**src/rtl/cam_arb_pkg.sv**
```systemverilog
// Shared types for the CAM arbiter: opcodes, response record and default widths.
package cam_arb_pkg;
  localparam int AW_LOG2 = 5;
  localparam int NR_LOG2 = 2;
  localparam int DATA_W  = 1 << AW_LOG2;
  localparam int NUM_REQ = 1 << NR_LOG2;

  typedef enum logic [1:0] {
    OP_READ   = 2'd0,
    OP_WRITE  = 2'd1,
    OP_SEARCH = 2'd2,
    OP_RSVD   = 2'd3
  } cam_op_e;

  typedef struct packed {
    logic [NR_LOG2-1:0] id;
    cam_op_e            op;
    logic               hit;
    logic [DATA_W-1:0]  data;
    logic [AW_LOG2-1:0] index;
  } cam_rsp_t;
endpackage

```
**src/rtl/rr_arbiter.sv**
```systemverilog
// Round-robin picker: one-hot grant of the first request at or after the pointer.
module rr_arbiter #(
  parameter int N_LOG2 = 2,
  localparam int N = 1 << N_LOG2
)(
  input  logic         clk,
  input  logic         reset_i,
  input  logic [N-1:0] req,
  input  logic         advance,
  output logic [N-1:0] grant
);
  logic [N_LOG2-1:0] ptr, winner, idx;
  logic              found;

  always_comb begin
    grant  = '0;
    winner = ptr;
    idx    = '0;
    found  = 1'b0;
    for (int i = 0; i < N; i++) begin
      idx = ptr + N_LOG2'(i);
      if (req[idx] && !found) begin
        grant[idx] = 1'b1;
        winner     = idx;
        found      = 1'b1;
      end
    end
  end

  always_ff @(posedge clk) begin
    if (reset_i)                ptr <= '0;
    else if (advance && found)  ptr <= winner + N_LOG2'(1);
  end
endmodule

```
**src/rtl/cam_arbiter.sv**
```systemverilog
// Shares one single-cycle CAM among N requesters; responses return in grant order
// through a 2-entry FIFO guarded by a credit check.
module cam_arbiter
  import cam_arb_pkg::*;
#(
  parameter int ARRAY_WIDTH_LOG2 = AW_LOG2,
  parameter int NUM_REQ_LOG2     = NR_LOG2,
  localparam int N  = 1 << NUM_REQ_LOG2,
  localparam int DW = 1 << ARRAY_WIDTH_LOG2
)(
  input  logic                                clk,
  input  logic                                reset_i,
  input  logic [N-1:0]                        req_valid_i,
  output logic [N-1:0]                        req_ready_o,
  input  logic [N-1:0][1:0]                   req_op_i,
  input  logic [N-1:0][ARRAY_WIDTH_LOG2-1:0]  req_index_i,
  input  logic [N-1:0][DW-1:0]                req_data_i,
  output logic                                rsp_valid_o,
  input  logic                                rsp_ready_i,
  output logic [NUM_REQ_LOG2-1:0]             rsp_id_o,
  output logic [1:0]                          rsp_op_o,
  output logic                                rsp_hit_o,
  output logic [DW-1:0]                       rsp_data_o,
  output logic [ARRAY_WIDTH_LOG2-1:0]         rsp_index_o,
  output logic                                cam_read_o,
  output logic [ARRAY_WIDTH_LOG2-1:0]         cam_read_index_o,
  output logic                                cam_write_o,
  output logic [ARRAY_WIDTH_LOG2-1:0]         cam_write_index_o,
  output logic [DW-1:0]                       cam_write_data_o,
  output logic                                cam_search_o,
  output logic [DW-1:0]                       cam_search_data_o,
  input  logic                                cam_read_valid_i,
  input  logic [DW-1:0]                       cam_read_value_i,
  input  logic                                cam_search_valid_i,
  input  logic [ARRAY_WIDTH_LOG2-1:0]         cam_search_index_i
);
  logic [N-1:0]            req_elig, grant;
  logic [NUM_REQ_LOG2-1:0] win_id, infl_id;
  cam_op_e                 win_op, infl_op;
  logic                    issue, infl_vld, pop, credit_ok;
  logic [2:0]              outstanding;
  cam_rsp_t                fifo [2];
  cam_rsp_t                rsp_new, rsp_out;
  logic                    wr_ptr, rd_ptr;
  logic [1:0]              count;

  // Credits count both the in-flight op and queued responses; a pop this cycle frees one.
  assign pop         = rsp_valid_o && rsp_ready_i;
  assign outstanding = 3'(count) + 3'(infl_vld);
  assign credit_ok   = (outstanding - 3'(pop)) < 3'd2;

  always_comb begin
    req_elig = '0;
    for (int k = 0; k < N; k++)
      req_elig[k] = req_valid_i[k] && (cam_op_e'(req_op_i[k]) != OP_RSVD) && credit_ok && !reset_i;
  end

  rr_arbiter #(.N_LOG2(NUM_REQ_LOG2)) u_rr (
    .clk     (clk),
    .reset_i (reset_i),
    .req     (req_elig),
    .advance (issue),
    .grant   (grant)
  );

  always_comb begin
    win_id = '0;
    for (int k = 0; k < N; k++)
      if (grant[k]) win_id = NUM_REQ_LOG2'(k);
  end

  assign issue             = |grant;
  assign win_op            = cam_op_e'(req_op_i[win_id]);
  assign req_ready_o       = grant;
  assign cam_read_o        = issue && (win_op == OP_READ);
  assign cam_write_o       = issue && (win_op == OP_WRITE);
  assign cam_search_o      = issue && (win_op == OP_SEARCH);
  assign cam_read_index_o  = cam_read_o   ? req_index_i[win_id] : '0;
  assign cam_write_index_o = cam_write_o  ? req_index_i[win_id] : '0;
  assign cam_write_data_o  = cam_write_o  ? req_data_i[win_id]  : '0;
  assign cam_search_data_o = cam_search_o ? req_data_i[win_id]  : '0;

  always_comb begin
    rsp_new    = '0;
    rsp_new.id = infl_id;
    rsp_new.op = infl_op;
    case (infl_op)
      OP_READ: begin
        rsp_new.hit  = cam_read_valid_i;
        rsp_new.data = cam_read_value_i;
      end
      OP_WRITE:  rsp_new.hit = 1'b1;
      OP_SEARCH: begin
        rsp_new.hit   = cam_search_valid_i;
        rsp_new.index = cam_search_index_i;
      end
      default: ;
    endcase
  end

  always_ff @(posedge clk) begin
    if (reset_i) begin
      infl_vld <= 1'b0;
      infl_id  <= '0;
      infl_op  <= OP_READ;
      fifo[0]  <= '0;
      fifo[1]  <= '0;
      wr_ptr   <= 1'b0;
      rd_ptr   <= 1'b0;
      count    <= '0;
    end else begin
      infl_vld <= issue;
      if (issue) begin
        infl_id <= win_id;
        infl_op <= win_op;
      end
      if (infl_vld) begin
        fifo[wr_ptr] <= rsp_new;
        wr_ptr       <= ~wr_ptr;
      end
      if (pop) rd_ptr <= ~rd_ptr;
      count <= count + 2'(infl_vld) - 2'(pop);
    end
  end

  assign rsp_valid_o = (count != 2'd0);
  assign rsp_out     = rsp_valid_o ? fifo[rd_ptr] : '0;
  assign rsp_id_o    = rsp_out.id;
  assign rsp_op_o    = rsp_out.op;
  assign rsp_hit_o   = rsp_out.hit;
  assign rsp_data_o  = rsp_out.data;
  assign rsp_index_o = rsp_out.index;
endmodule

```
**config.mk**
```make
export PLATFORM = sky130hd
export DESIGN_NAME = cam_arbiter
export DESIGN_NICKNAME = d
export VERILOG_FILES = /design/src/rtl/cam_arb_pkg.sv /design/src/rtl/rr_arbiter.sv /design/src/rtl/cam_arbiter.sv
export SDC_FILE = /design/constraint.sdc
export NUM_CORES = 1
export LEC_CHECK = 0
export BUFFER_PORTS_ARGS = -buffer_cell sky130_fd_sc_hd__clkbuf_2
export CAP_MARGIN = 40
export CORE_AREA = 2 2 127 129
export CTS_CLUSTER_SIZE = 24
export DETAILED_ROUTE_END_ITERATION = 8
export DIE_AREA = 0 0 129 131
export PLACE_DENSITY = 0.87
export SYNTH_ARGS = -nofsm -noshare
export SYNTH_HDL_FRONTEND = slang
export SYNTH_HIERARCHICAL = 1
export SYNTH_SLANG_ARGS = --single-unit
```
**constraint.sdc**
```tcl
create_clock -name clk -period 16 [get_ports clk]
set_clock_uncertainty 0.1 [all_clocks]
set_input_delay 3.2 -clock clk [delete_from_list [all_inputs] [get_ports clk]]
set_output_delay 3.2 -clock clk [all_outputs]
set_load 0.01 [all_outputs]
```
# After elaboration in Yosys (flattened, before gate mapping)

Memory sizes are Yosys's and may differ from the RTL's. A register that Yosys moved wholly into a read port is not among the register bits.
Index checks and enable logic that the tools add are counted.
Widths: inputs -> output; s select.

RAM bits: 84
Flip-flop bits (word level): 11
Bits of input ports: 202
Bits in read-only memories: 0
Memories: 1
Latch bits: 0

Memories:

| memory | words | width | rd ports | clocked after Yosys merged registers in | wr ports | line              | text |
|---|---|---|---|---|---|---|---|
| fifo   | 2     | 42    | 1        | 1                                       | 2        | cam_arbiter.sv:42 | `cam_rsp_t fifo [2];` |

Reduce and logical (&&, ||, !) cells: 33
Multiply operators: 0
Shift operators: 0
Bitwise logic cells: 5
Magnitude comparators: 10
Add/sub/neg operators: 8
Equal/unequal tests: 8
Div/mod/pow operators: 0
Muxes and demuxes: 54

Operators with widths:

| kind                | count |
|---|---|
| $mux 32             | 4 |
| $mux 42             | 2 |
| $bmux 32 s2         | 1 |
| $reduce_or 42->1    | 1 |
| $logic_and 1x1->1   | 24 |
| $mux 1              | 22 |
| $mux 5              | 4 |
| $mux 4              | 4 |
| $lt 2x3->1 const B  | 5 |
| $mux 2              | 6 |
| $or 4x4->4          | 3 |
| $bmux 5 s2          | 1 |
| $bmux 1 s2          | 4 |
| $demux 1 s2         | 4 |
| $ge 2x1->1 const B  | 4 |
| $ne 2x2->1 const B  | 4 |
| $add 2x1->2 const B | 2 |
| $add 2x2->2 const B | 2 |
| $bmux 2 s2          | 1 |
| $eq 2x1->1 const B  | 2 |
| $eq 2x2->1 const B  | 2 |
| $logic_not 1->1     | 4 |
| $logic_not 2->1     | 2 |
| $reduce_or 4->1     | 1 |
| other kinds (8)     | 9 |

# Longest topological paths before layout

Gate-level depths: netlist of run 1.

Word-level depth: 26
Mapped depth: 24

# Modules after synthesis

Netlist of run 1, hierarchy kept.

By module, submodules not included:

| module      | cells an instance | instances | area each (um^2) | sequential area each (um^2) |
|---|---|---|---|---|
| cam_arbiter | 661               | 1         | 6,441.2          | 2,722.6 |
| rr_arbiter  | 75                | 1         | 598.1            | 40.0 |

# Worst setup path before layout of run 1

Ideal clock, no wire load.

Kind: input-to-output
From: input port rsp_ready_i
To: output port cam_search_data_o[15]
Data arrival time: 7,184 ps
Buffers on the path: 4
Path slack: 5,516 ps
Cell stages on the path: 21
Required time: 12,700 ps
Path through: o21ai_0 inv_1 ha_1 inv_1 ha_1 fa_1 xnor2_1 nor3_1 and3_1 buf_2 mux4_2 nor2b_4 a22oi_1 nor2_1 a221o_1 or2_1 buf_6 o221a_2 buf_6 buf_6 nor4_1

RTL lines:

| element                             | line              | text |
|---|---|---|
| from (decl)                         | cam_arbiter.sv:19 | `input logic rsp_ready_i,` |
| $logic_and 1x1->1 (*)               | cam_arbiter.sv:48 | `assign pop = rsp_valid_o && rsp_ready_i;` |
| via pop                             | cam_arbiter.sv:40 | `logic issue, infl_vld, pop, credit_ok;` |
| $sub 3x1->3 (*)                     | cam_arbiter.sv:50 | `assign credit_ok = (outstanding - 3'(pop)) < 3'd2;` |
| $lt 3x2->1 (*)                      | cam_arbiter.sv:50 |  |
| $logic_and 1x1->1 (*) (2 in series) | cam_arbiter.sv:55 | `req_elig[k] = req_valid_i[k] && (cam_op_e'(req_op_i[k]) != OP_RSVD) && credit_ok && !reset_i;` |
| via req_elig[1]                     | cam_arbiter.sv:37 | `logic [N-1:0] req_elig, grant;` |
| $bmux 1 s2                          | rr_arbiter.sv:22  | `if (req[idx] && !found) begin` |
| $mux 1 (implied by the code)        | rr_arbiter.sv:22  |  |
| (+9 left out)                       | n/a               |  |
| $mux 4 (*)                          | rr_arbiter.sv:22  |  |
| via req_ready_o[2]                  | cam_arbiter.sv:14 | `output logic [N-1:0] req_ready_o,` |
| $mux 2 (2 in series)                | cam_arbiter.sv:69 | `if (grant[k]) win_id = NUM_REQ_LOG2'(k);` |
| $bmux 2 s2                          | cam_arbiter.sv:73 | `assign win_op = cam_op_e'(req_op_i[win_id]);` |
| $mux 2 (implied by the code)        | cam_arbiter.sv:73 |  |
| $eq 2x2->1                          | cam_arbiter.sv:77 | `assign cam_search_o = issue && (win_op == OP_SEARCH);` |
| $logic_and 1x1->1                   | cam_arbiter.sv:77 |  |
| $mux 32 (*)                         | cam_arbiter.sv:81 | `assign cam_search_data_o = cam_search_o ? req_data_i[win_id] : '0;` |
| to (decl)                           | cam_arbiter.sv:31 | `output logic [DW-1:0] cam_search_data_o,` |

Mark *: on every way through the listed nets, which the timed path passes. The rest lies on a longest branch. The select of a mux whose other input is x is not followed.

# Final worst setup path of run 1

From: input port rsp_ready_i
To: output port cam_read_index_o[0]

Longest elaborated chain between the ends: 25

Ends and longest elaborated chain:

| element                             | line              | text |
|---|---|---|
| $logic_and 1x1->1 (*)               | cam_arbiter.sv:48 |  |
| via pop                             | cam_arbiter.sv:40 |  |
| $sub 3x1->3 (*)                     | cam_arbiter.sv:50 |  |
| $lt 3x2->1 (*)                      | cam_arbiter.sv:50 |  |
| $logic_and 1x1->1 (*) (2 in series) | cam_arbiter.sv:55 |  |
| via req_elig[3]                     | cam_arbiter.sv:37 |  |
| $bmux 1 s2                          | rr_arbiter.sv:22  |  |
| $mux 1 (implied by the code)        | rr_arbiter.sv:22  |  |
| (+9 left out)                       | n/a               |  |
| $mux 4 (*)                          | rr_arbiter.sv:22  |  |
| $mux 1                              | cam_arbiter.sv:69 |  |
| $mux 2 (2 in series)                | cam_arbiter.sv:69 |  |
| $bmux 2 s2                          | cam_arbiter.sv:73 |  |
| $mux 2 (implied by the code)        | cam_arbiter.sv:73 |  |
| $logic_not 2->1                     | cam_arbiter.sv:75 | `assign cam_read_o = issue && (win_op == OP_READ);` |
| $logic_and 1x1->1                   | cam_arbiter.sv:75 |  |
| $mux 5 (*)                          | cam_arbiter.sv:78 | `assign cam_read_index_o = cam_read_o ? req_index_i[win_id] : '0;` |
| to (decl)                           | cam_arbiter.sv:26 | `output logic [ARRAY_WIDTH_LOG2-1:0] cam_read_index_o,` |

Marks and branches as above.

==> results.json, run 1 <==
{
  "status": "finished clean",
  "area_growth_pct": 29.2,
  "cp.arrival_ns": 8.45,
  "grt_use_met2": 0.450,
  "post-cts-setup-buffer-count": 0,
  "grt_max_degree": 79,
  "synth_flop_cell": "edfxtp_1",
  "synth_area_leaders": "edfxtp_1, mux2i_1, and3_1",
  "die-width_um": 129,
  "multiInputGateArea_mm2": 0.00388,
  "drtIter0Drc": 740,
  "dr.pass1.iters": 5,
  "grt_pass1_vias": 6746,
  "syn_nets": 947,
  "critical_path_class": "in2out",
  "numCtsBuffers": 9,
  "port_buffers": 325,
  "die_area_mm2": 0.0169,
  "power_density_mw_per_mm2": 250,
  "startpoint_type": "input port",
  "clk_latency_ns": 0.34,
  "slew-limit-headroom": 0.484,
  "hp-class": "reg2reg",
  "hold_violations": 0,
  "initial_utilization": 0.451,
  "ys_seq_area_frac": 0.392,
  "fp-row-count": 46,
  "chipHeight_um": 131,
  "ir_drop_mv": 0.296,
  "syn_area_mm2": 0.00704,
  "crit_fanout": 78,
  "regArea_mm2": 0.00276,
  "setup_viol": 0,
  "clock-sinks": 96,
  "mostFrequentLayoutCell": "clkbuf_2",
  "drive_above_1_share": 0.435,
  "wl_per_cell_um": 19.3,
  "syn_area_per_cell_um2": 9.56,
  "fin_cells": 1234,
  "path_clk_slew_ns": 0.07,
  "ys_types": 55,
  "cts.path.max_buffers": 2,
  "maxCapViolCount": 0,
  "worst_ep_required_time_ns": 12.70,
  "fillers": 1358,
  "gp_congestion": 0.987,
  "power.leakage_nw": 4.00,
  "met1_usage": 0.342,
  "cts_hold_buf": 0,
  "yosys.area.top_type": "edfxtp_1",
  "worst_pin_slew_ns": 0.774,
  "ys_seq_elements": 96,
  "antenna_cells": 0,
  "final_antenna_net_count": 0,
  "yosys_warnings": 6,
  "vias": 7175,
  "most-common-layout-cells": "clkbuf_2, edfxtp_1, and3_1",
  "report.final.slew_viol_count": 0,
  "cts.repair.resized": 0,
  "cts_tree": "yes",
  "hpwl_um": 17500,
  "drc": 0,
  "max_freq_mhz": 85.1,
  "drt_wl_total_um": 23800,
  "rsz0062_at_grt": "no",
  "grt_pass1_wl_um": 35700,
  "cts-root-buf": "clkbuf_16",
  "synth_edf_count": 84,
  "async_reset_ff_frac": 0,
  "fin_setup_tns_ns": 0,
  "antenna_found_initial": 0,
  "syn_inst": 736,
  "layout_min_cycle_time_ns": 11.75,
  "boundaryPins": 326,
  "fin_nets": 1224,
  "grt_usage": 0.270,
  "netlist.area_leader.share": 0.358,
  "grt_remaining_overflow": 0,
  "core-area_mm2": 0.0156,
  "drt-vias-per-instance": 5.81,
  "end_kind": "output port",
  "dp.cells": 1218,
  "top_usage_layer": "met2",
  "timing.final.crit_share": 0.734,
  "use_met3": 0.0586,
  "cts-htree-levels": 3
}
## kinds of logic after synthesis
| kind of cell | Yosys count | synth area share |
|---|---|---|
| AND/OR/NAND/NOR | 375 | 0.332 |
| AO/OA/AOI/OAI | 113 | 0.114 |
| flip-flops | 96 | 0.392 |
| buffers and inverters | 90 | 0.0635 |
| multiplexers | 50 | 0.0770 |
| adder cells (fa/ha/maj) | 9 | 0.0171 |
| XOR/XNOR | 3 | 0.00373 |
## worst max-delay path: stages
cell      delay [ns]
clkbuf_2        0.08
o21ai_0         0.11
inv_1           0.08
ha_1            0.28
inv_1           0.04
ha_1            0.18
fa_1            0.37
xnor2_1         0.13
nor3_1          0.33
and3_1          0.46
or3b_1          0.43
o22ai_1         0.34
a221o_2         0.22
buf_4           0.56
or2_1           0.42
o221ai_4        0.13
buf_4           0.32
nor4_1          0.53
clkbuf_2        0.22
## cells in the mapped netlist, types with 3 or more instances
| library cell | number |
|---|---|
| a211oi_1 | 3 |
| a21oi_1 | 44 |
| a221o_1 | 4 |
| a22oi_1 | 5 |
| and2_1 | 8 |
| and3_1 | 70 |
| buf_1 | 3 |
| buf_2 | 18 |
| buf_6 | 11 |
| clkbuf_1 | 43 |
| dfxtp_1 | 12 |
| edfxtp_1 | 84 |
| ha_1 | 8 |
| inv_1 | 12 |
| mux2i_1 | 44 |
| mux4_2 | 3 |
| nand2_1 | 53 |
| nand2b_1 | 40 |
| nand3b_1 | 3 |
| nor2_1 | 68 |
| nor2b_1 | 6 |
| nor3_1 | 5 |
| nor4_1 | 46 |
| nor4_2 | 29 |
| o21ai_0 | 6 |
| o221ai_1 | 3 |
| o2bb2ai_1 | 36 |
| or3b_2 | 35 |
## power breakdown
group | leakage [nW] | internal (mW) | switching [mW]
Sequential | 0.975 | 0.317 | 0.0284
Clock | 0.138 | 0.108 | 0.0955
Combinational | 2.88 | 0.609 | 1.11
## metrics by stage
stage          cell area (um^2)  power [mW]  worst slack, ns  utilization  hold slack, ns
5_1_grt                    9090        2.40             3.92        0.583           0.443
2_1_floorplan              7040        1.54             5.52            -           0.358
3_5_place_dp               8810        2.03             4.32        0.565           0.389
4_1_cts                    9090        2.24             4.29        0.583           0.421
6_report                   9090        2.27             4.25        0.583           0.410
3_3_place_gp               8670        1.96             4.37        0.556           0.387
## layer usage
layer / vias up / routed length (um)
met5: - / 0
met4: 0 / 908
met3: 69 / 2110
met2: 416 / 11300
met1: 3375 / 9500
li1: 3315 / -
## sequential cells by signal, indices dropped and copies added (netlist names), named ones only
name	flops
count	2
fifo	84
infl_id	2
infl_op	2
infl_vld	1
rd_ptr	1
u_rr/ptr	2
wr_ptr	1
## path summary, 6_finish.rpt
path / endpoint / cells past startpoint / from / slack (ns)
min: rd_ptr / 2 / rd_ptr / 0.41
max: cam_read_index_o[0] / 19 / rsp_ready_i / 4.25
min reg2reg: rd_ptr / 2 / rd_ptr / 0.41
max reg2reg: u_rr/ptr[1] / 21 / count[1] / 10.08
## layout make-up
class / count / share of cell area
inverter: 14 / 0.00578
multi-input combinational: 550 / 0.427
tap: 216 / 0.0297
sequential: 96 / 0.304
timing repair buffer: 342 / 0.202
clock buffer: 9 / 0.0248
clock inverter: 7 / 0.00661
No activity file was read; power rests on OpenSTA's default activity.
==> run 2, diff against run 1 <==
--- a/config.mk
+++ b/config.mk
@@ -5,13 +5,14 @@
 export SDC_FILE = /design/constraint.sdc
 export NUM_CORES = 1
 export LEC_CHECK = 0
+export ABC_AREA = 1
 export BUFFER_PORTS_ARGS = -buffer_cell sky130_fd_sc_hd__clkbuf_2
 export CAP_MARGIN = 40
 export CORE_AREA = 2 2 127 129
 export CTS_CLUSTER_SIZE = 24
 export DETAILED_ROUTE_END_ITERATION = 8
 export DIE_AREA = 0 0 129 131
-export PLACE_DENSITY = 0.87
+export PLACE_DENSITY = 0.85
 export SYNTH_ARGS = -nofsm -noshare
 export SYNTH_HDL_FRONTEND = slang
 export SYNTH_HIERARCHICAL = 1
==> constraint.sdc (replaced) <==
create_clock -name clk -period 10.85 [get_ports clk]
set_clock_uncertainty 0.1 [all_clocks]
set_input_delay 2.17 -clock clk [delete_from_list [all_inputs] [get_ports clk]]
set_output_delay 2.17 -clock clk [all_outputs]
set_load 0.01 [all_outputs]
==> run 2 against run 1 <==
Effect of this change: via count grew 5.0%; register-to-register slack lost 4.3 ns; critical path depth grew 4; global-route usage shrank 1.5 points; clock-buffer cell count is the same; cell area shrank 2.5%; combinational power grew 26%; critical path type unchanged; largest power group unchanged.
==> results.json, run 2 <==
{
  "antenna_cells": 0,
  "cts.path.max_buffers": 2,
  "most-common-layout-cells": "clkbuf_2, nand2_1, nor2_1",
  "timing.final.crit_share": 0.855,
  "maxCapViolCount": 0,
  "clk_latency_ns": 0.34,
  "clock-sinks": 96,
  "drtIter0Drc": 533,
  "cts_tree": "yes",
  "p_sw_mw": 1.65,
  "syn_nets": 1149,
  "grt_remaining_overflow": 0,
  "layout_min_cycle_time_ns": 9.28,
  "fin_nets": 1441,
  "wl_per_cell_um": 15.8,
  "end_kind": "output port",
  "ys_seq_elements": 96,
  "syn_area_per_cell_um2": 7.19,
  "critical_path_class": "in2out",
  "numCtsBuffers": 9,
  "fp-row-count": 46,
  "netlist.area_leader.share": 0.374,
  "top_register": "fifo",
  "grt_max_degree": 44,
  "yosysMostFrequentCell": "nand2_1",
  "power_density_mw_per_mm2": 336,
  "cts_hold_buf": 0,
  "startpoint_type": "input port",
  "final_antenna_net_count": 0,
  "post-cts-setup-buffer-count": 0,
  "mostFrequentLayoutCell": "clkbuf_2",
  "drt_wl_total_um": 22900,
  "ir_drop_mv": 0.227,
  "largest_reg_flops": 84,
  "grt_pass1_vias": 6810,
  "worstHoldPathCells": 1,
  "cp.arrival_ns": 7.01,
  "ys_seq_area_frac": 0.410,
  "die_area_mm2": 0.0169,
  "synthTopCellsByCount": "nand2_1, nor2_1, edfxtp_1, nor3_1, inv_1",
  "drive_above_1_share": 0.331,
  "max_freq_mhz": 108,
  "gp_congestion": 0.926,
  "fin_cells": 1451,
  "syn_inst": 938,
  "syn_area_mm2": 0.00674,
  "hpwl_um": 17400,
  "chipHeight_um": 131,
  "initial_utilization": 0.432,
  "synth_area_leaders": "edfxtp_1, nand2_1, nor2_1",
  "grt_pass1_wl_um": 33200,
  "status": "finished clean",
  "boundaryPins": 326,
  "worst_ep_required_time_ns": 8.58,
  "synth_edf_count": 84,
  "vias": 7532,
  "die-width_um": 129,
  "setup_viol": 0,
  "async_reset_ff_frac": 0,
  "cts-htree-levels": 3,
  "drc": 0,
  "synth_flop_cell": "edfxtp_1",
  "fin_setup_tns_ns": 0,
  "port_buffers": 325,
  "drt-vias-per-instance": 5.19,
  "cts.repair.resized": 0,
  "dp.cells": 1435,
  "hp-class": "reg2reg",
  "reg2regPathDepth": 24,
  "core-area_mm2": 0.0156,
  "power.leakage_nw": 4.35,
  "path_clk_slew_ns": 0.06,
  "seqPwrFrac": 0.163,
  "worst_pin_slew_ns": 0.752,
  "rsz0062_at_grt": "no",
  "cts-root-buf": "clkbuf_16",
  "p_comb_frac": 0.729,
  "hold_violations": 0,
  "fillers": 1400,
  "area_growth_pct": 31.5,
  "crit_fanout": 35,
  "dr.pass1.iters": 5,
  "hold_slack_ns": 0.365,
  "p_int_mw": 1.33,
  "ys_types": 30,
  "swShare": 0.554,
  "yosys.area.top_type": "edfxtp_1",
  "antenna_found_initial": 0,
  "yosys_warnings": 6,
  "slew-limit-headroom": 0.497,
  "grt_usage": 0.254,
  "clock_power_share": 0.108,
  "report.final.slew_viol_count": 0
}
[run 2: cell type report]
class	instances	area, um^2	area share
clock inverter	7	80.1	0.00903
sequential	96	2760	0.312
inverter	83	317	0.0357
tap	216	270	0.0305
multi-input combinational	699	3370	0.380
timing repair buffer	341	1840	0.208
clock buffer	9	225	0.0254
[run 2: worst max-delay path: stages]
cell and delay, ns:
clkbuf_2 0.08, nand2_1 0.05, inv_1 0.07, ha_1 0.28, inv_1 0.04, ha_1 0.18, fa_1 0.46, a21oi_1 0.12
o21ai_0 0.19, nor3_1 0.46, nand2_4 0.09, nand3_2 0.08, nand2_2 0.17, nand2_1 0.22, nor2_1 0.06, a221oi_1 0.21
o21ai_0 0.26, nor2_4 0.41, nand2_2 0.52, o21bai_1 0.38, nand3b_1 0.25, nor2_1 0.09, clkbuf_2 0.17
[run 2: cells by family (layout without fill, tap and decap cells)]
group	after synthesis	in the layout	synth area share
buf+inv	143	440	0.0950
fa+ha+maj	9	9	0.0178
flops	96	96	0.410
simple gates	584	584	0.384
compound gates	106	106	0.0933
[run 2: per-layer routing]
| layer | wire length, um | track usage |
|---|---|---|
| met3 | 1710 | 0.0383 |
| met4 | 1100 | 0.135 |
| met2 | 11600 | 0.460 |
| met5 | 0 | 0 |
| met1 | 8570 | 0.292 |
[run 2: worst paths after layout]
path | from | endpoint | slack (ns)
max reg2reg | count[1] | infl_id[0] | 5.76
min reg2reg | rd_ptr | flop | 0.36
max | rsp_ready_i | cam_search_data_o[23] | 1.57
min | rd_ptr | flop | 0.36
[run 2: metrics by stage]
step                setup slack, ns  instance area (um^2)   util  power (mW)
finish                         1.57                  8870  0.569        2.98
global route                   1.12                  8870  0.569        3.21
CTS                            1.57                  8870  0.569        2.97
detailed placement             1.60                  8560  0.549        2.65
global placement               1.56                  8410  0.539        2.56
floorplan                      2.63                  6740      -        1.97
[run 2: power groups by stage]
stage	Sequential (mW)	Combinational, mW	Clock (mW)
5_1_grt	0.492	2.38	0.336
3_3_place_gp	0.492	2.07	0
6_report	0.486	2.17	0.322
4_1_cts	0.487	2.16	0.320
3_5_place_dp	0.494	2.15	0
2_1_floorplan	0.483	1.48	0
==> run 3, diff against run 2 <==
--- a/config.mk
+++ b/config.mk
@@ -13,7 +13,9 @@
 export DETAILED_ROUTE_END_ITERATION = 8
 export DIE_AREA = 0 0 129 131
 export PLACE_DENSITY = 0.85
+export RECOVER_POWER = 50
 export SYNTH_ARGS = -nofsm -noshare
 export SYNTH_HDL_FRONTEND = slang
 export SYNTH_HIERARCHICAL = 1
 export SYNTH_SLANG_ARGS = --single-unit
+export TNS_END_PERCENT = 20
==> run 3 against run 2 <==
Effect of this change: the run now ends with max-capacitance violations, max-slew violations left; register-to-register slack worse by 0.34 ns; clock power hardly changed; flip-flop and latch count stayed put; routed wire length is 0.17% lower; power is 0.40% lower; maximum frequency hardly changed; utilization is 0.51 points lower; cell area is 0.89% lower; combinational power hardly changed.
==> results.json, run 3 (synthesized netlist as in run 2, its figures left out) <==
{
  "status": "finished, violations left",
  "violations": "max-capacitance violations, max-slew violations",
  "cts_tree": "yes",
  "port_buffers": 325,
  "critical_path_class": "in2out",
  "path_delay_family": "simple AND/OR/NAND/NOR gates",
  "grt_remaining_overflow": 0,
  "post-cts-setup-buffer-count": 0,
  "worst_pin_slew_ns": 2.06,
  "core-area_mm2": 0.0156,
  "ir_drop_mv": 0.225,
  "hpwl_um": 17400,
  "cp.arrival_ns": 7.01,
  "r2r_start": "count[1]",
  "crit_fanout": 35,
  "regToRegEndpoint": "infl_id[0]",
  "max_freq_mhz": 108,
  "startpoint_type": "input port",
  "path_clk_slew_ns": 0.06,
  "slowest_delay_ns": 0.51,
  "antenna_found_initial": 0,
  "cts-htree-levels": 3,
  "worstHoldStart": "rd_ptr",
  "chipHeight_um": 131,
  "mostFrequentLayoutCell": "clkbuf_2",
  "antenna_cells": 0,
  "cts_hold_buf": 0,
  "final_antenna_net_count": 0,
  "grt_max_degree": 44,
  "cts-root-buf": "clkbuf_16",
  "power.leakage_nw": 4.32,
  "cp_num_buf_inv": 4,
  "die-width_um": 129,
  "rrSetupSlack_ns": 5.42,
  "layout_setup_ws_ns": 1.57,
  "most-common-layout-cells": "clkbuf_2, nand2_1, nor2_1",
  "cts.path.max_buffers": 2,
  "drc": 0,
  "boundaryPins": 326,
  "maxCapViolCount": 3,
  "drt_wl_total_um": 22900,
  "drive_above_1_share": 0.323,
  "largest_reg_flops": 84,
  "dr.pass1.iters": 5,
  "reg2regPathDepth": 24,
  "hold_slack_ns": 0.369,
  "numCtsBuffers": 9,
  "area_growth_pct": 30.3,
  "timing.final.crit_share": 0.855,
  "die_area_mm2": 0.0169,
  "multiInputGateArea_mm2": 0.00335,
  "hold_violations": 0,
  "regArea_mm2": 0.00276,
  "gp_congestion": 0.926,
  "cp_slowest_cell": "nand2_2",
  "drtIter0Drc": 568,
  "fin_setup_tns_ns": 0,
  "slew-limit-headroom": -0.372,
  "layout_min_cycle_time_ns": 9.28,
  "grt_usage": 0.254,
  "cts.repair.resized": 0,
  "wl_per_cell_um": 15.8,
  "fin_nets": 1441,
  "pre_cts_slack_ns": 1.60,
  "worstPathCellList": "clkbuf_2 -> nand2_1 -> inv_1 -> ha_1 -> inv_1 -> ha_1 -> fa_1 -> a21oi_1 -> o21ai_0 -> nor3_1 -> nand2_4 -> nand3_2 -> nand2_2 -> nand2_1 -> nor2_1 -> a221oi_1 -> o21ai_0 -> nor2_4 -> nand2_2 -> o21bai_1 -> nand3b_1 -> nor2_1 -> clkbuf_2",
  "worstHoldPathCells": 1,
  "power_density_mw_per_mm2": 338,
  "report.final.slew_viol_count": 108,
  "vias": 7530,
  "fillers": 1416,
  "grt_pass1_vias": 6810,
  "worst_ep_required_time_ns": 8.58,
  "clk_latency_ns": 0.34,
  "rsz0062_at_grt": "no",
  "grt_pass1_wl_um": 33200,
  "end_kind": "output port",
  "top_register": "fifo",
  "clock-sinks": 96,
  "hp-class": "reg2reg",
  "drt-vias-per-instance": 5.19,
  "setup_viol": 0,
  "initial_utilization": 0.432,
  "fp-row-count": 46
}
run 3: cell count changes in the layout (fill, tap and decap cells not counted), moves of 2 or more:
cell,delta
buf_12,-2
clkbuf_1,+5
nand2_1,+2
nand2_2,-2
run 3: layout make-up:
class                   count  share of cell area
well taps                 216              0.0308
multi-input cells         699               0.381
inverters                  83              0.0360
clock inverters             7             0.00911
clock buffers               9              0.0256
repair buffers            341               0.203
flip-flops and latches     96               0.314
run 3: worst reg2reg max path, delay by kind of cell, from the launching register on:
family                     cells  cell delay [ns]
adders and majority gates      3             0.92
AOI/OAI and AO/OA              4             0.84
buffers and inverters          8             1.29
and+or+nand+nor                9             1.82
DFF                            1             0.34
run 3: worst max-delay path by stage:
stage,start,to,slack [ns],cells after the start
4_1_cts,rsp_ready_i,cam_search_data_o[31],1.57,26
3_3_place_gp,rsp_ready_i,cam_search_data_o[13],1.56,25
5_1_grt,rsp_ready_i,cam_search_data_o[23],1.12,26
6_report,rsp_ready_i,cam_search_data_o[23],1.57,23
3_5_place_dp,rsp_ready_i,cam_search_data_o[31],1.60,26
2_1_floorplan,rsp_ready_i,cam_write_data_o[12],2.63,25
run 3: report_power, final:
part | switching (mW) | total [mW] | internal [mW]
clock network | 0.139 | 0.320 | 0.181
registers | 0.0259 | 0.485 | 0.460
logic | 1.48 | 2.16 | 0.683
total | 1.64 | 2.97 | 1.32
run 3: routing by layer:
metal | wire [um] | up-vias | track usage
li1 | - | 3620 | -
met1 | 8430 | 3424 | 0.292
met2 | 11600 | 404 | 0.460
met3 | 1730 | 82 | 0.0383
met4 | 1130 | 0 | 0.135
met5 | 0 | - | 0
run 3: through the flow:
stage	power, mW	std cells	instance area (um^2)	utilization
floorplan	1.97	938	6740	-
global placement	2.56	1428	8410	0.539
detailed placement	2.65	1435	8560	0.549
CTS	2.97	1451	8870	0.569
global route	3.20	1451	8790	0.563
finish	2.97	1451	8790	0.563
